==> src/rtl/branch_resolve.sv <==
// branch_resolve: EX-stage branch/jump resolution, mispredict redirect and flush sequencing
module branch_resolve #(
    parameter int DATA_WIDTH   = 32,
    parameter int FLUSH_CYCLES = 2,
    parameter int COUNT_WIDTH  = 16
) (
    input  logic                   i_clk,
    input  logic                   i_rst,
    input  logic                   i_valid,
    input  logic                   i_stall,
    input  logic                   i_is_branch,
    input  logic                   i_is_jal,
    input  logic                   i_is_jalr,
    input  logic [2:0]             i_funct3,
    input  logic                   i_pred_taken,
    input  logic                   i_BrEq,
    input  logic                   i_BrLT,
    input  logic [DATA_WIDTH-1:0]  i_pc,
    input  logic [DATA_WIDTH-1:0]  i_imm,
    input  logic [DATA_WIDTH-1:0]  i_rs1,
    output logic                   o_BranchOp,
    output logic                   o_redirect,
    output logic [DATA_WIDTH-1:0]  o_target,
    output logic                   o_flush,
    output logic                   o_busy,
    output logic                   o_misaligned,
    output logic [COUNT_WIDTH-1:0] o_br_count,
    output logic [COUNT_WIDTH-1:0] o_mispred_count
);
    localparam int CW = $clog2(FLUSH_CYCLES + 1);

    typedef enum logic [1:0] {IDLE, REDIRECT, FLUSH} state_t;

    state_t                state, state_nxt;
    logic [CW-1:0]         cnt, cnt_nxt;
    logic                  legal, cond, taken, resolve, misal, go, br_inc;
    logic [DATA_WIDTH-1:0] jalr_sum, taken_tgt, redir_tgt;

    // funct3 bit0 inverts the comparison; bit2 selects less-than over equality
    always_comb begin
        o_BranchOp = (i_funct3 == 3'b100) || (i_funct3 == 3'b101);
        legal      = i_funct3[2:1] != 2'b01;
        cond       = i_funct3[2] ? (i_BrLT ^ i_funct3[0]) : (i_BrEq ^ i_funct3[0]);
        taken      = i_is_jal || i_is_jalr || (legal && cond);
        jalr_sum   = i_rs1 + i_imm;
        taken_tgt  = (!i_is_jal && i_is_jalr) ? {jalr_sum[DATA_WIDTH-1:1], 1'b0} : i_pc + i_imm;
        redir_tgt  = taken ? taken_tgt : i_pc + DATA_WIDTH'(4);
        resolve    = (state == IDLE) && i_valid && !i_stall && (i_is_branch || i_is_jal || i_is_jalr);
        misal      = taken && (taken_tgt[1:0] != 2'b00);
        go         = resolve && !misal && (taken != i_pred_taken);
        br_inc     = resolve && i_is_branch && !i_is_jal && !i_is_jalr && legal;
    end

    // next-state: one redirect cycle, then FLUSH_CYCLES-1 counted flush cycles
    always_comb begin
        state_nxt = state;
        cnt_nxt   = cnt;
        case (state)
            IDLE:     state_nxt = go ? REDIRECT : IDLE;
            REDIRECT: begin
                cnt_nxt   = CW'(FLUSH_CYCLES - 2);
                state_nxt = (FLUSH_CYCLES > 1) ? FLUSH : IDLE;
            end
            FLUSH:    begin
                cnt_nxt   = cnt - CW'(1);
                state_nxt = (cnt == 0) ? IDLE : FLUSH;
            end
            default:  state_nxt = IDLE;
        endcase
    end

    // state register
    always_ff @(posedge i_clk or posedge i_rst) begin
        if (i_rst) begin
            state <= IDLE;
            cnt   <= '0;
        end else begin
            state <= state_nxt;
            cnt   <= cnt_nxt;
        end
    end

    // registered redirect target, misaligned strobe and saturating statistics
    always_ff @(posedge i_clk or posedge i_rst) begin
        if (i_rst) begin
            o_target        <= '0;
            o_misaligned    <= 1'b0;
            o_br_count      <= '0;
            o_mispred_count <= '0;
        end else begin
            o_misaligned <= resolve && misal;
            if (go)
                o_target <= redir_tgt;
            if (br_inc && !(&o_br_count))
                o_br_count <= o_br_count + COUNT_WIDTH'(1);
            if (go && !(&o_mispred_count))
                o_mispred_count <= o_mispred_count + COUNT_WIDTH'(1);
        end
    end

    assign o_redirect = state == REDIRECT;
    assign o_flush    = state != IDLE;
    assign o_busy     = state != IDLE;
endmodule

==> config.mk <==
export PLATFORM = sky130hd
export DESIGN_NAME = branch_resolve
export DESIGN_NICKNAME = d
export VERILOG_FILES = /design/src/rtl/branch_resolve.sv
export SDC_FILE = /design/constraint.sdc
export NUM_CORES = 1
export LEC_CHECK = 0
export CORE_UTILIZATION = 50
export DETAILED_ROUTE_END_ITERATION = 7
export PLACE_DENSITY = 0.85
export REMOVE_ABC_BUFFERS = 1
export SYNTH_ARGS = -nofsm -noshare
export SYNTH_HDL_FRONTEND = slang
export SYNTH_SLANG_ARGS = --single-unit
==> constraint.sdc <==
create_clock -name i_clk -period 5.4 [get_ports i_clk]
set_input_delay 0.81 -clock i_clk [delete_from_list [all_inputs] [get_ports i_clk]]
set_output_delay 0.81 -clock i_clk [all_outputs]
set_load 0.02 [all_outputs]
=== Yosys cells after proc, flatten, opt, wreduce, memory -nomap -nowiden ===
Index checks and enable logic that the tools add are counted.

* Register bits after elaboration: 69
* Bits of input ports: 109
* Logic and storage cells: 60

* Reductions and logical operators: 33
* Bitwise logic cells: 2
* Add/sub/neg operators: 6
* Equal/unequal tests: 6
* Mux-type cells: 7

{| class="wikitable"
|+ Operators by type and width
! operator !! count
|-
| adder 32 bit || 2
|-
| two-way mux 32 bit || 2
|-
| adder 16 x 1 -> 16 bit, second input constant || 2
|-
| adder 32 x 3 -> 32 bit, second input constant || 1
|-
| AND reduction 16 bit || 2
|-
| logical AND 1 bit || 15
|-
| == test 3 bit, second input constant || 2
|-
| logical NOT 1 bit || 6
|-
| one-hot mux 2 bit (3 select lines) || 1
|-
| nonzero test 2 bit || 3
|-
| logical OR 1 bit || 5
|-
| logical NOT 2 bit || 2
|-
| one-hot mux 2 bit (2 select lines) || 1
|-
| == test 2 x 1 -> 1 bit, second input constant || 1
|-
| == test 2 bit, second input constant || 1
|-
| two-way mux 1 bit || 2
|-
| two-way mux 2 bit || 1
|-
| inequality test 2 x 1 -> 1 bit, second input constant || 1
|-
| subtractor 2 x 1 -> 2 bit, second input constant || 1
|-
| XOR 1 bit || 2
|-
| inequality test 1 bit || 1
|}

=== Logic depth before layout (Yosys ltp) ===
* Depth in word-level cells: 10
* Gate-level depth with buffers: 11
* Depth with buffers taken out: 11

=== Worst setup path before layout ===
OpenSTA, ideal clock, no wires.

* Kind: input to register
* Start point: input i_pc[0]
* End point: register o_target[16]
* Path buffers: 0
* Path slack: 2.103 ns
* Stages: 11
* Required time: 5.274 ns
* Arrival: 3.171 ns
* Path through: ha_1 > fa_1 > a211oi_1 > o21bai_1 > a21o_1 > a221o_1 > a221oi_1 > xor2_1 > nor2_1 > a211oi_1 > o21ai_1

* Cells in the longest elaborated chain, start to end: 7
* Elaborated cells on any way between the ends: 9

{| class="wikitable"
|+ Ends and longest elaborated chain
! item !! line !! source
|-
| start, declared || 18 || <nowiki>input logic [DATA_WIDTH-1:0] i_pc,</nowiki>
|-
| adder 32 bit || 46 || <nowiki>taken_tgt = (!i_is_jal && i_is_jalr) ? {jalr_sum[DATA_WIDTH-1:1], 1'b0} : i_pc + i_imm;</nowiki>
|-
| two-way mux 32 bit || 46 ||
|-
| nonzero test 2 bit || 49 || <nowiki>misal = taken && (taken_tgt[1:0] != 2'b00);</nowiki>
|-
| logical AND 1 bit || 49 ||
|-
| logical NOT 1 bit || 50 || <nowiki>go = resolve && !misal && (taken != i_pred_taken);</nowiki>
|-
| logical AND 1 bit (2 in a row) || 50 ||
|-
| end signal, assigned || 93 || <nowiki>o_target <= redir_tgt;</nowiki>
|-
| end, declared || 23 || <nowiki>output logic [DATA_WIDTH-1:0] o_target,</nowiki>
|}

Parallel ways exist; a longest one is shown, timed or not.
A chain may end at the register's enable or synchronous reset.

=== Worst setup path after layout ===
* Start point: input i_imm[0]
* End point: register o_target[30]

* Cells in the longest elaborated chain, start to end: 7
* Elaborated cells on any way between the ends: 9

{| class="wikitable"
|+ Ends and longest elaborated chain
! item !! line !! source
|-
| start, declared || 19 || <nowiki>input logic [DATA_WIDTH-1:0] i_imm,</nowiki>
|-
| adder 32 bit, on equally long branches || 46, 45 ||
|-
| two-way mux 32 bit * || 46 ||
|-
| nonzero test 2 bit || 49 ||
|-
| logical AND 1 bit || 49 ||
|-
| logical NOT 1 bit || 50 ||
|-
| logical AND 1 bit (2 in a row) || 50 ||
|}

Mark *: on every way between the ends. The rest lies on a longest branch, timed or not.

==> summary.md <==
| Metric | Value |
|---|---|
| ANT nets after route | 0 |
| Die area | 14600 um2 |
| Crit-path cells | clkdlybuf4s50_1, ha_1, fa_1, a211oi_1, o21bai_1, a21o_1, a21oi_1, o31ai_1, a41oi_1, mux2i_1, a31oi_1, nor3_1 |
| Tcrit/Tclk final | 0.684 |
| CORE AREA | 13500 um2 |
| Post-synthesis cell area | 7040 um2 |
| Post-cts resize count | 0 |
| Post-synth top area cell | dfrtp_1 |
| Routed len/inst | 17.5 um |
| Input/output buffers | 177 |
| GR Util All Layers | 0.298 |
| Clk Tree Root Cell | clkbuf_16 |
| Avg Cell Area, Syn | 8.19 um2 |
| Distinct cells, synth | 71 |
| CP max stage delay | 0.45 ns |
| Fillers | 1043 |
| IO Pins | 178 |
| Register bit total from synthesis | 69 |
| Largest net degree at the start of global routing | 61 |
| Lkg Pwr | 4.00 nW |
| Setup CP Type | primary input to flop |
| ANT cells | 0 |
| Fmax achieved | 0.271 GHz |
| TritonRoute pass-1 iters | 5 |
| Most frequent cells in the layout | 177 x clkdlybuf4s50_1, 98 x nand2_1, 69 x dfrtp_1, 68 x ha_1, 64 x xnor2_1 |
| Critical path arrival | 3.95 ns |
| Inserted Clock Buffers | 9 |
| Worst Skew | 0.00374 ns |
| Die Y | 121 um |
| Max H-tree Level | 3 |
| Worst-path clk slew | 0.06 ns |
| EDFF count, synth | 0 |
| Worst Setup End Kind | flop |
| Max Root-Sink Buffers | 2 |
| Slew @ Worst Pin | 0.826 ns |
| Nets | 1210 |
| Row count | 42 |
| Startpoint Class | primary input |
| Clock tree sinks | 69 |
| Initial antenna violation count | 0 |
| Area contributors post-synth | dfrtp_1 25%, ha_1 12%, xnor2_1 8.0% |
| Final hold vios | 0 |
| Pwr dens | 267 nW/um2 |
| First DRT Iteration DRCs | 677 |
| Post-CTS Setup Inserts | 0 |
| Area delta synth->final | 32.2% |
| Vias in the first global route | 6977 |
| Synth warn | 0 |
| Initial core utilization | 0.521 |
| DR DRC count | 0 |
| GRT Residual Overflow | 0 |
| Global-route wire length before repair | 34.3 mm |
| Drt total wl | 21.2 mm |
| Mapped Cells | 860 |
| Most common cell after layout, fill and taps aside | clkdlybuf4s50_1 |
| # hold bufs at CTS | 0 |
| CP max FO | 5 |
| Max transition margin | 0.445 |
| RSZ-0062 raised after global routing | no |
| Yosys top cell area share | 0.245 |
| Asr flop ratio synth | 1.00 |
| CTS tree | yes |
| Cell at the slowest stage of the critical path | clkdlybuf4s50_1 |
| CP required | 5.66 ns |
| Via count | 7413 |
| Clk_lat worst skew | 0.33 ns |
| Hold Path Class | flop to flop |
| Via density | 6.12 |
| Core Util, Final | 0.689 |
| Max-cap violations | 0 |
| Chip width | 121 um |
| RePlAce Congestion | 0.979 |
| Worst vdd ir | 0.000136 V |
| Share of layout cells above drive strength 1 | 0.0396 |
| TNS Setup | 0 ns |
| Status | completed |
| Post-DP HPWL | 16.7 mm |
| Final setup vio count | 0 |
| Most used DFF post-synth | dfrtp_1 |
| Final Critical Period | 3.69 ns |
| Max-slew violations | 0 |
| Post-synthesis sequential area ratio | 0.245 |
## flip-flops by register name (all words and copies together), names as in the netlist
name	count
o_misaligned	1
o_target	32
o_mispred_count	16
o_br_count	16
cnt	2
state	2
## worst max-delay path: cells and delay by family
kind                       cells  cell delay (ns)
buffers and inverters          1             0.45
muxes                          1             0.23
AOI/OAI and AO/OA              7             1.59
adders and majority gates      2             0.70
and+or+nand+nor                1             0.19
## final timing paths
check                                               from                              end  slack (ns)  depth (start not counted)
worst min register to register  o_target[18]$_DFFE_PP0P_         o_target[18]$_DFFE_PP0P_        0.48                          2
max in group asynchronous                          i_rst  o_mispred_count[10]$_DFFE_PP0P_        3.67                          3
min in group asynchronous                          i_rst           o_misaligned$_DFF_PP0_        0.72                          2
worst max-delay path                            i_imm[0]         o_target[30]$_DFFE_PP0P_        1.71                         12
worst max register to register        state[0]$_DFF_PP0_   o_mispred_count[1]$_DFFE_PP0P_        2.74                          8
worst min-delay path            o_target[18]$_DFFE_PP0P_         o_target[18]$_DFFE_PP0P_        0.48                          2
## per-stage QoR
step | hold WS (ns) | power, mW | setup slack, ns | cells | instance area [um2]
after floorplan | 0.468 | 1.36 | 1.03 | 837 | 6950
after global placement | 0.450 | 1.85 | 1.47 | 1196 | 9000
after detailed placement | 0.465 | 1.87 | 1.41 | 1196 | 9000
after CTS | 0.479 | 2.49 | 1.73 | 1212 | 9310
after global routing | 0.501 | 2.62 | 1.45 | 1212 | 9310
final | 0.478 | 2.49 | 1.71 | 1212 | 9310
## cells in the mapped netlist (all sizes together) (6+ instances only)
cell	count
nor2b	8
and3	22
nand4	15
nand3	36
dfrtp	69
o21a	8
nand2	98
a31oi	7
o22ai	7
inv	23
clkbuf	18
a221oi	6
o21ai	68
xnor2	64
a21o	38
o31ai	7
a211oi	26
o21bai	6
nor2	59
xor2	41
or3	8
ha	68
a21oi	55
nor3	20
## area by class of cell
class | instances | area, um2 | share of cell area
multi-input cells | 745 | 5150 | 0.553
repair buffers | 183 | 1820 | 0.195
flip-flops and latches | 69 | 1730 | 0.185
clock buffers | 12 | 267 | 0.0286
well taps | 176 | 220 | 0.0237
inverters | 23 | 86.3 | 0.00927
clock inverters | 4 | 45.0 | 0.00484
## cells by family (layout without fill, tap and decap cells)
kind of cell / after synthesis / count (layout) / synth area share
and+or+nand+nor: 289 / 289 / 0.196
buffers and inverters: 46 / 222 / 0.0252
adders and majority gates: 70 / 70 / 0.127
DFF: 69 / 69 / 0.245
muxes: 6 / 6 / 0.00889
AOI/OAI and AO/OA: 275 / 275 / 0.268
xor gates and xnor gates: 105 / 105 / 0.131
## power breakdown
part / internal [mW] / total, mW / switching [mW]
Combinational: 0.537 / 1.16 / 0.623
Clock: 0.392 / 0.606 / 0.214
Sequential: 0.634 / 0.722 / 0.0885
Total: 1.56 / 2.49 / 0.926
## layer usage
layer / track usage / wire length [um] / up-vias
li1: - / - / 3529
met4: 0.128 / 803 / 0
met5: 0 / 0 / -
met3: 0.0410 / 1860 / 60
met2: 0.473 / 9470 / 393
met1: 0.405 / 9110 / 3431
(Power assumes the default switching activity.)
